**src/rtl/sr_flop_bank.sv**
```systemverilog
// rtl/sr_flop_bank.sv - clocked bank of SR flops with deterministic S=R=1 resolution and conflict tracking
module sr_flop_bank #(
    parameter int CHANNELS = 8,
    parameter int MODE     = 1,
    parameter int CNT_W    = 8
) (
    input  logic                clk,
    input  logic                rst_n,
    input  logic                en,
    input  logic [CHANNELS-1:0] S,
    input  logic [CHANNELS-1:0] R,
    input  logic                clr_conflict,
    output logic [CHANNELS-1:0] Q,
    output logic [CHANNELS-1:0] Qbar,
    output logic [CHANNELS-1:0] chg,
    output logic [CHANNELS-1:0] conflict,
    output logic [CNT_W-1:0]    conflict_cnt
);

    if (CHANNELS < 1 || CHANNELS > 32 || MODE < 0 || MODE > 3 || CNT_W < 2 || CNT_W > 16) begin : g_bad_param
        $error("sr_flop_bank: illegal parameter value");
    end

    localparam logic [CNT_W-1:0] CNT_MAX = '1;

    logic [CHANNELS-1:0] both_val;
    logic [CHANNELS-1:0] q_next;
    logic [CHANNELS-1:0] hits;
    logic                any_hit;

    // Value taken by a channel when S and R are both asserted.
    always_comb begin
        case (MODE)
            0:       both_val = Q;
            1:       both_val = '1;
            2:       both_val = '0;
            default: both_val = ~Q;
        endcase
        q_next  = (Q & ~S & ~R) | (S & ~R) | (S & R & both_val);
        hits    = en ? (S & R) : '0;
        any_hit = |hits;
    end

    always_ff @(posedge clk or negedge rst_n) begin
        if (!rst_n) begin
            Q            <= '0;
            chg          <= '0;
            conflict     <= '0;
            conflict_cnt <= '0;
        end else begin
            if (en) begin
                Q   <= q_next;
                chg <= q_next ^ Q;
            end else begin
                chg <= '0;
            end
            // A conflict sampled on the clearing edge survives the clear.
            if (clr_conflict) begin
                conflict     <= hits;
                conflict_cnt <= any_hit ? CNT_W'(1) : '0;
            end else if (any_hit) begin
                conflict <= conflict | hits;
                if (conflict_cnt != CNT_MAX) begin
                    conflict_cnt <= conflict_cnt + CNT_W'(1);
                end
            end
        end
    end

    assign Qbar = ~Q;

endmodule

```
**config.mk**
```make
export PLATFORM = sky130hd
export DESIGN_NAME = sr_flop_bank
export DESIGN_NICKNAME = d
export VERILOG_FILES = /design/src/rtl/sr_flop_bank.sv
export SDC_FILE = /design/constraint.sdc
export NUM_CORES = 1
export LEC_CHECK = 0
export BUFFER_PORTS_ARGS = -buffer_cell sky130_fd_sc_hd__buf_2
export CAP_MARGIN = 15
export CORE_UTILIZATION = 44
export CTS_CLUSTER_DIAMETER = 120
export DETAILED_ROUTE_END_ITERATION = 6
export GPL_TIMING_DRIVEN = 0
export PLACE_DENSITY = 0.77
export SETUP_SLACK_MARGIN = 0.02
export SKIP_LAST_GASP = 1
export SLEW_MARGIN = 10
export SYNTH_ARGS = -nofsm -noshare
export SYNTH_HDL_FRONTEND = slang
export SYNTH_SLANG_ARGS = --single-unit
```
**constraint.sdc**
```tcl
create_clock -name clk -period 1.45 [get_ports clk]
set_input_delay 0.3625 -clock clk [delete_from_list [all_inputs] [get_ports clk]]
set_output_delay 0.3625 -clock clk [all_outputs]
set_load 0.005 [all_outputs]
```
==> impl_results.md <==
- Status: finished with violations
- Failing checks: setup timing
- Clock Tree Buf Depth: 2
- Worst VDD drop: between 500 and 600 uV
- Die span in x: between 60 and 70 um
- Total power per unit cell area: 981.1 nW/um^2
- Cell taking the most area after synthesis: dfrtp_1
- Register-to-register setup slack: -130 ps
- Crit start category: flip-flop
- Detail Route Antenna Nets: 0
- FF-to-FF End: conflict_cnt[2]
- Fin crit period: 1580 ps
- Drt drc: 0
- Clock Latency Late Sink: between 300 and 400 ps
- Core outline area: 3416 um^2
- Post-Syn Instances: 163
- Number of global-route vias before repair: 1416
- Unrepaired setup endpoints after global routing: yes
- Critical path class: reg2reg
- Data arrival, critical path: 1830 ps
- Die Span Y: 62.22 um
- Fin area: 2222 um^2
- Share of layout cells above drive strength 1: 0.4167
- HP Class: in2async
- Post-synthesis cell type count: 33
- Iteration-0 DRC Markers: ~110
- Initial core utilization: 0.4670
- Post-synthesis simple-gate area fraction: 0.2212
- Leakage: between 0.001 and 0.0015 uW
- Hold slack final: 56.23 ps
- First-pass GRT wire length: 6.230 mm
- CTS tree: yes
- Gpl congestion: 0.7994
- Post-synthesis adder-cell area fraction: 0.007843
- Placed insts: ~270
- Slew headroom: 0.5324
- H-tree levels: 2
- FF-to-FF Start: conflict_cnt[0]
- First-pass DRT Iterations: 4
- Post-route clock skew: about 13 ps
- Multiplexer share of the synthesized area: 0.02824
- CP max FO: 5
- Worst path cell trace: ha_2 > nand4_1 > nor4_4 > buf_4 > or4_1 > a21oi_1
- Worst-path clk slew: around 110 ps
- Clk sinks: 32
- Total of warnings raised by yosys: 0
- CP startpoint: conflict_cnt[0]
- Area share of the leading cell type in the synthesized netlist: 0.5020
- Syn_nets: between 150 and 200
- Largest family of logic cells by synthesized area: simple AND/OR/NAND/NOR gates
- DR vias: 1516
- # diodes: 0
- Nets: 260
- DR WL/cell: 13.85 um
- R2r worst-path depth: 6
- GR Overflow Total: 0
- Setup ws final: -130.4 ps
- Sequential area share after synthesis: 0.5020
- I/O pin cnt: 60
- FP Rows: 21
- TritonCTS Buffers: 5
- Worst slew pin tran: approximately 700 ps
- Synthesized cell area: 1595 um^2
- Via density: between 5 and 6
- Syn avg cell area: ~9.8 um^2
- Synth Area in Compound Gates: 0.1796
- Worst path slowest cell: or4_1
- CP max stage delay: ~410 ps
- WP data required: 1700 ps
- Synth area leaders: dfrtp_1, a22o_1, nand2_1
- Pin count of the biggest net entering global routing: 33
- Total Routing Usage GR: 0.2068
- Power Total: 2180 uW
- Cts hold-fix bufs: 0
- Max Cap Viol: 0
- Synth Area in XOR/XNOR: 0
- Part of the cycle the worst path needs: 1.090
- Fin. Hold Viols: 0
- Pre-CTS WS: -424.5 ps
- Root buffer cell: clkbuf_4
- Fill cell count: between 200 and 300
- Port-buffer cells: just under 60
- Fmax: 0.6328 GHz
- Initial antenna violation count: 0
- CP Capture Type: flip-flop
- Final wirelength: 3.962 mm
- Layout Cells excl Fill: ~290
- Synthesis-stage register bit count: 32
- Full die area: approximately 3900 um^2
- Placed instance area: roughly 2000 um^2
- HPWL after DPL: roughly 2.5 mm
- Fin. max-slew vios: 0
- Layout area overhead: 39.29%
- Final setup fails: 7
- CP endpoint: conflict_cnt[2]
==> cells by family after synthesis <==
| family | count (synthesis) |
|---|---|
| AOI/OAI and AO/OA | 38 |
| and+or+nand+nor | 63 |
| DFF | 32 |
| adders and majority gates | 1 |
| muxes | 4 |
| buffers and inverters | 25 |
==> metrics by stage <==
step	utilization	setup TNS, ps
floorplan	-	-456.5
global placement	0.5733	-2916
detailed placement	0.5733	-3224
CTS	0.6194	-582.5
global route	0.6505	-953.9
finish	0.6505	-428.3
==> flip-flops by register name, summed over array words and instances (netlist names) <==
signal        cells
Q                 8
chg               8
conflict          8
conflict_cnt      8
==> layer usage <==
| metal | global-route usage | vias to the layer above | wire (um) |
|---|---|---|---|
| li1 | - | 728 | - |
| met1 | 0.2699 | 721 | 1775 |
| met2 | 0.3201 | 58 | 1915 |
| met3 | 0.04963 | 9 | 205 |
| met4 | 0.1047 | 0 | 67 |
| met5 | 0 | - | 0 |
==> cell type report <==
cell class / count / area, um^2 / area share
Sequential cell: 32 / 805.8 / 0.3626
Multi-Input combinational cell: 106 / 784.5 / 0.3530
Timing Repair Buffer: 69 / 376.6 / 0.1695
Inverter: 18 / 67.56 / 0.03041
Clock buffer: 7 / 65.06 / 0.02928
Tap cell: 46 / 57.56 / 0.02590
Buffer: 7 / 35.03 / 0.01577
Clock inverter: 1 / 30.03 / 0.01351
==> report_power, final <==
part	switching (uW)	leakage, uW	internal, uW	total [uW]
Clock	316	0.0000515	458	774
Combinational	208	0.000663	192	399
Sequential	47.8	0.000403	959	1010
==> placed cells by master, fill, tap and decap left out, types with 7 or more instances in the layout <==
cell type  instances
a21boi_0           7
a22o_1            11
buf_2             58
buf_4             10
dfrtp_1           28
inv_1             18
nand2_1           19
nand3_1           12
nand3b_1           7
o21ai_0            8
==> Yosys cell counts (all sizes together) <==
cell type and count:
a21boi 7, nor2 2, mux2i 3, buf 1, o31ai 2, or3 1, mux2 1, or4 2
a221oi 2, nand3 12, o41ai 1, nor2b 5, a221o 1, o21ai 8, and4 1, a211oi 2
nor4b 1, nand2b 2, a22o 12, and2 1, a21oi 3, or2 1, nand4 1, nor3 2
nand3b 7, clkbuf 6, inv 18, ha 1, nor4 4, dfrtp 32, nand2 21
==> worst min-delay path by stage <==
| stage | cells after the start | start | to | slack [ps] |
|---|---|---|---|---|
| after floorplan | 0 | rst_n | Q[0] | 70 |
| after global placement | 1 | rst_n | chg[5] | 450 |
| after detailed placement | 1 | rst_n | Q[5] | 450 |
| after CTS | 1 | rst_n | chg[7] | 70 |
| after global routing | 1 | rst_n | chg[5] | 100 |
| final | 1 | rst_n | Q[5] | 60 |
==> repair_timing <==
item | CTS | global route
resized for setup | 1 | 19
setup endpoints to repair | 8 | 9
buffers inserted | 8 | 3
pin swaps | 5 | 9
hold endpoints to repair | 0 | 0
==> worst max-delay path: cells and delay by family, from the launching register on <==
family,cells,cell delay (ps)
simple gates,3,590
fa+ha+maj,1,190
compound gates,1,160
buf+inv,1,150
flops,1,400
Note: power is estimated with default switching activity, not from simulation.
